**config.mk**
```make
export PLATFORM = sky130hd
export DESIGN_NAME = uart_tx_arbiter
export DESIGN_NICKNAME = d
export VERILOG_FILES = /design/src/rtl/uart_arb_pkg.sv /design/src/rtl/uart_rr_pick.sv /design/src/rtl/uart_tx_arbiter.sv
export SDC_FILE = /design/constraint.sdc
export NUM_CORES = 1
export LEC_CHECK = 0
export CAP_MARGIN = 30
export CORE_MARGIN = 8
export CORE_UTILIZATION = 33
export DETAILED_ROUTE_END_ITERATION = 16
export HOLD_SLACK_MARGIN = 0.05
export PLACE_DENSITY = 0.75
export SYNTH_ARGS = -nofsm -noshare
export SYNTH_HDL_FRONTEND = slang
export SYNTH_SLANG_ARGS = --single-unit
```
**constraint.sdc**
```tcl
create_clock -name clk_i -period 1.1 [get_ports clk_i]
set_input_delay 0.11 -clock clk_i [delete_from_list [all_inputs] [get_ports clk_i]]
set_output_delay 0.11 -clock clk_i [all_outputs]
set_load 0.005 [all_outputs]
```
**src/rtl/uart_arb_pkg.sv**
```systemverilog
// ---------------------------------------------------------------------------
// uart_arb_pkg
// Shared types and constants for the UART transmit-path arbiter and its
// round-robin picker.
//
// Contents:
//   arb_state_e   - arbiter FSM state encoding (IDLE, LOAD, BUSY)
//   UART_DATA_W   - default byte width carried to the transmitter
//   UART_MAX_REQ  - largest supported number of requesters
//   rr_next()     - round-robin successor of an index, wrapping at n
// ---------------------------------------------------------------------------
package uart_arb_pkg;

   localparam int UART_DATA_W  = 8;
   localparam int UART_MAX_REQ = 8;

   typedef enum logic [1:0] {
      ARB_IDLE = 2'd0,
      ARB_LOAD = 2'd1,
      ARB_BUSY = 2'd2
   } arb_state_e;

   // Next index after idx in a ring of n entries.
   function automatic int unsigned rr_next(input int unsigned idx, input int unsigned n);
      if (idx + 1 >= n) begin
         return 0;
      end
      return idx + 1;
   endfunction

endpackage

```
**src/rtl/uart_rr_pick.sv**
```systemverilog
// ---------------------------------------------------------------------------
// uart_rr_pick
// Combinational round-robin priority picker. Returns the first asserted
// request found when searching upward from ptr_i, wrapping past the top
// index back to 0. Kept free of any UART specifics so that it can also
// serve an RX-side scheduler.
//
// Ports:
//   req_i   [NUM_REQ-1:0]  request vector
//   ptr_i   [IDX_W-1:0]    index with highest priority this cycle
//   idx_o   [IDX_W-1:0]    index of the winning request (0 if none)
//   found_o                at least one request asserted
// ---------------------------------------------------------------------------
module uart_rr_pick #(
   parameter int NUM_REQ = 2,
   parameter int IDX_W   = $clog2(NUM_REQ)
) (
   input  logic [NUM_REQ-1:0] req_i,
   input  logic [IDX_W-1:0]   ptr_i,
   output logic [IDX_W-1:0]   idx_o,
   output logic               found_o
);

   logic [NUM_REQ-1:0] upper_mask;
   logic [NUM_REQ-1:0] req_upper;
   logic [IDX_W-1:0]   idx_hi;
   logic [IDX_W-1:0]   idx_lo;
   logic               found_hi;
   logic               found_lo;

   // Rotate-by-mask: requests at or above the pointer are searched first
   // (lowest wins); if none of those are set, the search wraps and the
   // lowest request overall wins.
   always_comb begin
      upper_mask = '0;
      for (int i = 0; i < NUM_REQ; i++) begin
         upper_mask[i] = (IDX_W'(i) >= ptr_i);
      end
      req_upper = req_i & upper_mask;
   end

   // Lowest-set-bit search over both vectors; iterating downward lets the
   // last assignment (the lowest index) win.
   always_comb begin
      idx_hi   = '0;
      idx_lo   = '0;
      found_hi = 1'b0;
      found_lo = 1'b0;
      for (int i = NUM_REQ - 1; i >= 0; i--) begin
         if (req_upper[i]) begin
            idx_hi   = IDX_W'(i);
            found_hi = 1'b1;
         end
         if (req_i[i]) begin
            idx_lo   = IDX_W'(i);
            found_lo = 1'b1;
         end
      end
   end

   assign idx_o   = found_hi ? idx_hi : idx_lo;
   assign found_o = found_lo;

endmodule

```
**src/rtl/uart_tx_arbiter.sv**
```systemverilog
// ---------------------------------------------------------------------------
// uart_tx_arbiter
// Shares one UART transmitter between NUM_REQ byte sources. In IDLE the
// arbiter accepts one byte round-robin over a valid/ready handshake,
// pulses tx_start_o for one cycle (LOAD), then holds the byte and grant
// stable until the transmitter reports tx_done_i (BUSY).
//
// Optional feature (macro UART_TX_ARB_LOCK_EN): message lock. A byte
// accepted with req_last_i=0 locks the path to its requester so that a
// multi-byte message is never interleaved; the round-robin pointer only
// advances once the message's last byte has been sent. Without the macro
// req_last_i is ignored and arbitration is per byte.
//
// Ports:
//   clk_i        system clock
//   rst_ni       asynchronous active-low reset
//   req_valid_i  per-requester byte valid
//   req_ready_o  per-requester accept (at most one bit high, IDLE only)
//   req_data_i   flattened bytes, requester k at [k*DATA_W +: DATA_W]
//   req_last_i   end-of-message flag (lock feature only)
//   tx_start_o   one-cycle start pulse to the transmitter
//   tx_data_o    byte to transmit, stable from start until done
//   tx_done_i    one-cycle pulse from the transmitter at end of stop bit
//   busy_o       high whenever not IDLE
//   grant_o      one-hot owner of the transmit path, zero in IDLE
// ---------------------------------------------------------------------------
module uart_tx_arbiter
   import uart_arb_pkg::*;
#(
   parameter int  NUM_REQ = 2,
   parameter int  DATA_W  = UART_DATA_W,
   localparam int IDX_W   = $clog2(NUM_REQ)
) (
   input  logic                      clk_i,
   input  logic                      rst_ni,
   input  logic [NUM_REQ-1:0]        req_valid_i,
   output logic [NUM_REQ-1:0]        req_ready_o,
   input  logic [NUM_REQ*DATA_W-1:0] req_data_i,
   input  logic [NUM_REQ-1:0]        req_last_i,
   output logic                      tx_start_o,
   output logic [DATA_W-1:0]         tx_data_o,
   input  logic                      tx_done_i,
   output logic                      busy_o,
   output logic [NUM_REQ-1:0]        grant_o
);

   localparam logic [1:0] ST_IDLE = 2'(ARB_IDLE);
   localparam logic [1:0] ST_LOAD = 2'(ARB_LOAD);
   localparam logic [1:0] ST_BUSY = 2'(ARB_BUSY);

   localparam logic [NUM_REQ-1:0] ONE_HOT_0 = {{(NUM_REQ-1){1'b0}}, 1'b1};

   logic [1:0]         state_q, state_d;
   logic [IDX_W-1:0]   ptr_q, ptr_d;
   logic [IDX_W-1:0]   grant_q, grant_d;
   logic [DATA_W-1:0]  data_q, data_d;

   logic [NUM_REQ-1:0] cand_req;
   logic [NUM_REQ-1:0] grant_oh;
   logic [NUM_REQ-1:0] win_oh;
   logic [IDX_W-1:0]   win_idx;
   logic               win_found;
   logic               accept;

`ifdef UART_TX_ARB_LOCK_EN
   logic               lock_q, lock_d;
`else
   logic               unused_last;
   assign unused_last = ^req_last_i;
`endif

   assign grant_oh = ONE_HOT_0 << grant_q;
   assign win_oh   = ONE_HOT_0 << win_idx;

   // While a message is locked only its owner (still held in grant_q)
   // may compete; everyone else's valid stays pending.
`ifdef UART_TX_ARB_LOCK_EN
   assign cand_req = lock_q ? (req_valid_i & grant_oh) : req_valid_i;
`else
   assign cand_req = req_valid_i;
`endif

   uart_rr_pick #(
      .NUM_REQ (NUM_REQ),
      .IDX_W   (IDX_W)
   ) u_pick (
      .req_i   (cand_req),
      .ptr_i   (ptr_q),
      .idx_o   (win_idx),
      .found_o (win_found)
   );

   // Handshake completes in the same IDLE cycle the winner is chosen.
   assign accept      = (state_q == ST_IDLE) && win_found;
   assign req_ready_o = accept ? win_oh : '0;

   // Next-state logic: latch the winner's byte on accept, issue the start
   // in LOAD, and advance the pointer past the owner when the frame ends.
   // A tx_done_i outside BUSY belongs to no frame of ours and is ignored.
   always_comb begin
      state_d = state_q;
      ptr_d   = ptr_q;
      grant_d = grant_q;
      data_d  = data_q;
`ifdef UART_TX_ARB_LOCK_EN
      lock_d  = lock_q;
`endif
      case (state_q)
         ST_IDLE: begin
            if (accept) begin
               data_d  = req_data_i[int'(win_idx)*DATA_W +: DATA_W];
               grant_d = win_idx;
               state_d = ST_LOAD;
`ifdef UART_TX_ARB_LOCK_EN
               lock_d  = ~req_last_i[win_idx];
`endif
            end
         end
         ST_LOAD: begin
            state_d = ST_BUSY;
         end
         ST_BUSY: begin
            if (tx_done_i) begin
               state_d = ST_IDLE;
`ifdef UART_TX_ARB_LOCK_EN
               if (!lock_q) begin
                  ptr_d = IDX_W'(rr_next(32'(grant_q), NUM_REQ));
               end
`else
               ptr_d = IDX_W'(rr_next(32'(grant_q), NUM_REQ));
`endif
            end
         end
         default: begin
            state_d = ST_IDLE;
         end
      endcase
   end

   // State registers; reset drops any in-flight byte and restores
   // requester 0 as top priority.
   always_ff @(posedge clk_i or negedge rst_ni) begin
      if (!rst_ni) begin
         state_q <= ST_IDLE;
         ptr_q   <= '0;
         grant_q <= '0;
         data_q  <= '0;
`ifdef UART_TX_ARB_LOCK_EN
         lock_q  <= 1'b0;
`endif
      end else begin
         state_q <= state_d;
         ptr_q   <= ptr_d;
         grant_q <= grant_d;
         data_q  <= data_d;
`ifdef UART_TX_ARB_LOCK_EN
         lock_q  <= lock_d;
`endif
      end
   end

   // grant_q and data_q keep their last values through IDLE (the lock
   // needs the owner), so the outputs are gated to read zero there.
   assign busy_o     = (state_q != ST_IDLE);
   assign tx_start_o = (state_q == ST_LOAD);
   assign tx_data_o  = busy_o ? data_q : '0;
   assign grant_o    = busy_o ? grant_oh : '0;

endmodule

```
==> results <==
[cell type report]
type                            count  area share, %
Clock buffer                        3           1.75
Tap cell                           27           2.63
Sequential cell                    12           23.4
Timing Repair Buffer               50           37.8
Multi-Input combinational cell     41           28.5
Inverter                           19           5.95
[kinds of logic after synthesis]
family / count (synthesis) / synth area share, %
AND/OR/NAND/NOR: 23 / 22.1
flip-flops: 12 / 46.1
AO/OA/AOI/OAI: 18 / 18.4
buffers and inverters: 21 / 13.4
[power by group]
group | internal, uW | switching (uW) | total, uW
Combinational | 1350 | 933 | 2280
Clock | 126 | 137 | 264
Sequential | 658 | 171 | 829
Total | 2130 | 1240 | 3370
[flip-flops by register name, summed over array words and instances (netlist names)]
signal	cells
state_q	2
ptr_q	1
grant_q	1
data_q	8
[worst max-delay path, stage by stage, from the launching register on]
cell	delay (ns)
sky130_fd_sc_hd__dfrtp_1	0.41
sky130_fd_sc_hd__nor2_4	0.21
sky130_fd_sc_hd__inv_6	0.07
sky130_fd_sc_hd__buf_6	0.14
sky130_fd_sc_hd__and2_4	0.13
sky130_fd_sc_hd__buf_6	0.11
[through the flow]
step                      instances  hold slack, ns  total power (uW)  util [%]
final                           152           0.148              3370      66.8
after global routing            152           0.161              3590      66.8
after CTS                       152           0.158              3090      63.2
after detailed placement        142           0.444              2360      56.1
after global placement          142           0.431              2320      56.1
after floorplan                  74          -0.186              1490         -
[layer usage]
metal  GRT usage (%)  wire length [um]  vias to the layer above
li1                -                 -                      345
met5               0                 0                        -
met1            14.7               929                      338
met4            3.99                34                        0
met3            5.30               202                        4
met2            21.8              1240                       25
[synthesized netlist by cell type]
master	instances	share of area [%]
sky130_fd_sc_hd__and2_1	9	8.6
sky130_fd_sc_hd__buf_2	1	0.77
sky130_fd_sc_hd__buf_6	1	1.7
sky130_fd_sc_hd__dfrtp_1	12	46
sky130_fd_sc_hd__inv_1	18	10
sky130_fd_sc_hd__inv_2	1	0.58
sky130_fd_sc_hd__nand2_1	3	1.7
sky130_fd_sc_hd__nand2b_1	1	0.96
sky130_fd_sc_hd__nand3_2	2	3.1
sky130_fd_sc_hd__nand3b_1	1	1.2
sky130_fd_sc_hd__nor2_1	3	1.7
sky130_fd_sc_hd__nor2_4	1	1.7
sky130_fd_sc_hd__nor2b_1	1	0.96
sky130_fd_sc_hd__nor3b_1	1	1.2
sky130_fd_sc_hd__o21ai_0	2	1.5
sky130_fd_sc_hd__o21ai_1	8	6.1
sky130_fd_sc_hd__o221ai_1	8	11
sky130_fd_sc_hd__or2_2	1	0.96
[worst max path at each step]
stage | startpoint | end | slack [ns] | cells after the start
after global placement | req_valid_i[0] | req_ready_o[1] | -0.32 | 5
after CTS | state_q[0] | tx_data_o[1] | -0.32 | 5
after floorplan | state_q[1] | data_q[0] | 0.01 | 5
final | state_q[1] | tx_data_o[6] | -0.35 | 5
after detailed placement | state_q[1] | tx_data_o[5] | -0.36 | 4
after global routing | state_q[1] | tx_data_o[3] | -0.41 | 5
[timing repair]
action	in CTS	in global routing
pin swaps	15	4
gates cloned	1	0
hold endpoints to repair	0	0
setup buffers	6	2
setup endpoints to repair	23	25
resized for setup	85	19
==> run summary <==
- 0.00365 sq mm — die area
- 0 — antenna-violating nets left
- 690 MHz — fmax
- complete, but fails checks — result of the run
- 1.45 ns — minimum period implied by the final worst setup slack
- 0 — diode count
- 0 — drt drc
- 0.000622 uW — leakage power
- 97 — net count after synthesis
- 300 sq um — Sequential Area
- 33.9% — initial core utilization
- 733 — number of global-route vias before repair
- 0.07 ns — clock slew seen by the registers of the worst setup and hold paths
- 0.00108 sq mm — placed cell areas
- 155 — number of inserted filler cells in the final layout
- 8.81 sq um — mean post-synth cell area
- -5.66 ns — sum of negative setup slack
- 2630 mW/mm^2 — Power Dens Cells
- 0.00128 sq mm — area of all placed cells without fillers
- output pin — crit end category
- 96.9% — Syn-to-layout area delta
- 0.99 ns — required time reported for the critical path endpoint
- 0 — max-cap violations
- 0 — number of hold buffers added after cts
- 1.34 ns — WP data arrival
- 4 — DRT Pass-1 Iters
- 712 — vias after detailed routing
- 0 — total global routing overflow
- 0 — final count of hold timing violations
- 0.199 ns — transition at the pin with the smallest max-transition slack
- input port to asynchronous set/reset pin — class of the most critical hold timing path
- 18 — Netlist cell types
- 7 — worst r2r path cells
- 1200 uV — largest voltage drop on the vdd net
- 12 — Clock Sinks
- 132% — Final Cycle Share
- 24 — Final Setup Violations
- 0.00230 ns — clock tree skew after final layout
- state_q[1] — startpoint of the worst-slack reg-to-reg timing path
- 1420 um — total half-perimeter wirelength after legalization and detailed placement
- 2410 um — total wire length
- 60.4 um — Die Y-Extent
- 20 x sky130_fd_sc_hd__clkdlybuf4s50_1, 19 x sky130_fd_sc_hd__buf_6, 16 x sky130_fd_sc_hd__inv_1 — top library cells by usage in the layout, fill and taps aside
- 86.7% — max-slew headroom at the worst pin
- setup timing — failing checks
- 60.4 um — width of the chip
- 4.68 — number of vias per cell
- 0 — max-slew violation count
- 3530 um — global-route wire length before repair
- 15.8 um — Wirelength per Cell
- -0.349 ns — post-route setup slack
- 2 — maximum clock insertion buffer count
- 46.1% — sequential element share of the synthesized area
- 13.0% — GRT Total Usage
- 150 — number of nets in the layout
- 0.765 — routability-driven placement congestion ratio
- 14 — iteration-0 DRC count of the detailed router
- 37 — ports placed on the boundary
- 13 — pin count of the biggest net entering global routing
- 16 — site row count
- 7 — largest fanout on the critical path
- -0.35 ns — slack of the worst reg-to-reg path
- 0 — Yosys warning count
- 652 sq um — area of the mapped netlist
- sky130_fd_sc_hd__clkbuf_4 — Clock Tree Root
- 74 — Synth Instances
- done — TritonCTS clock tree
- register — startpoint kind of the worst setup timing path
- register to output pin — worst setup path class
- 3 — number of buffers inserted during clock tree synthesis
- yes — unrepaired setup endpoints after global routing
- data_q[2] — worst reg2reg endpoint
- 0.00192 sq mm — core area
- 45.6% — layout cell share with drive strength beyond 1
- 12 — flops & latches, synth
- -0.359 ns — post-placement setup slack
- 0 — number of antenna violations at the first check in global routing
- 1 — level count of the clock H-tree
- 34 — PortBufs
- 365 sq um — area of the multi-input gates
- 0.26 ns — Clock Latency Late Sink
- sky130_fd_sc_hd__clkdlybuf4s50_1 — most frequent standard cell in the layout excluding fill and tap cells
Note: power is estimated with default switching activity, not from simulation.
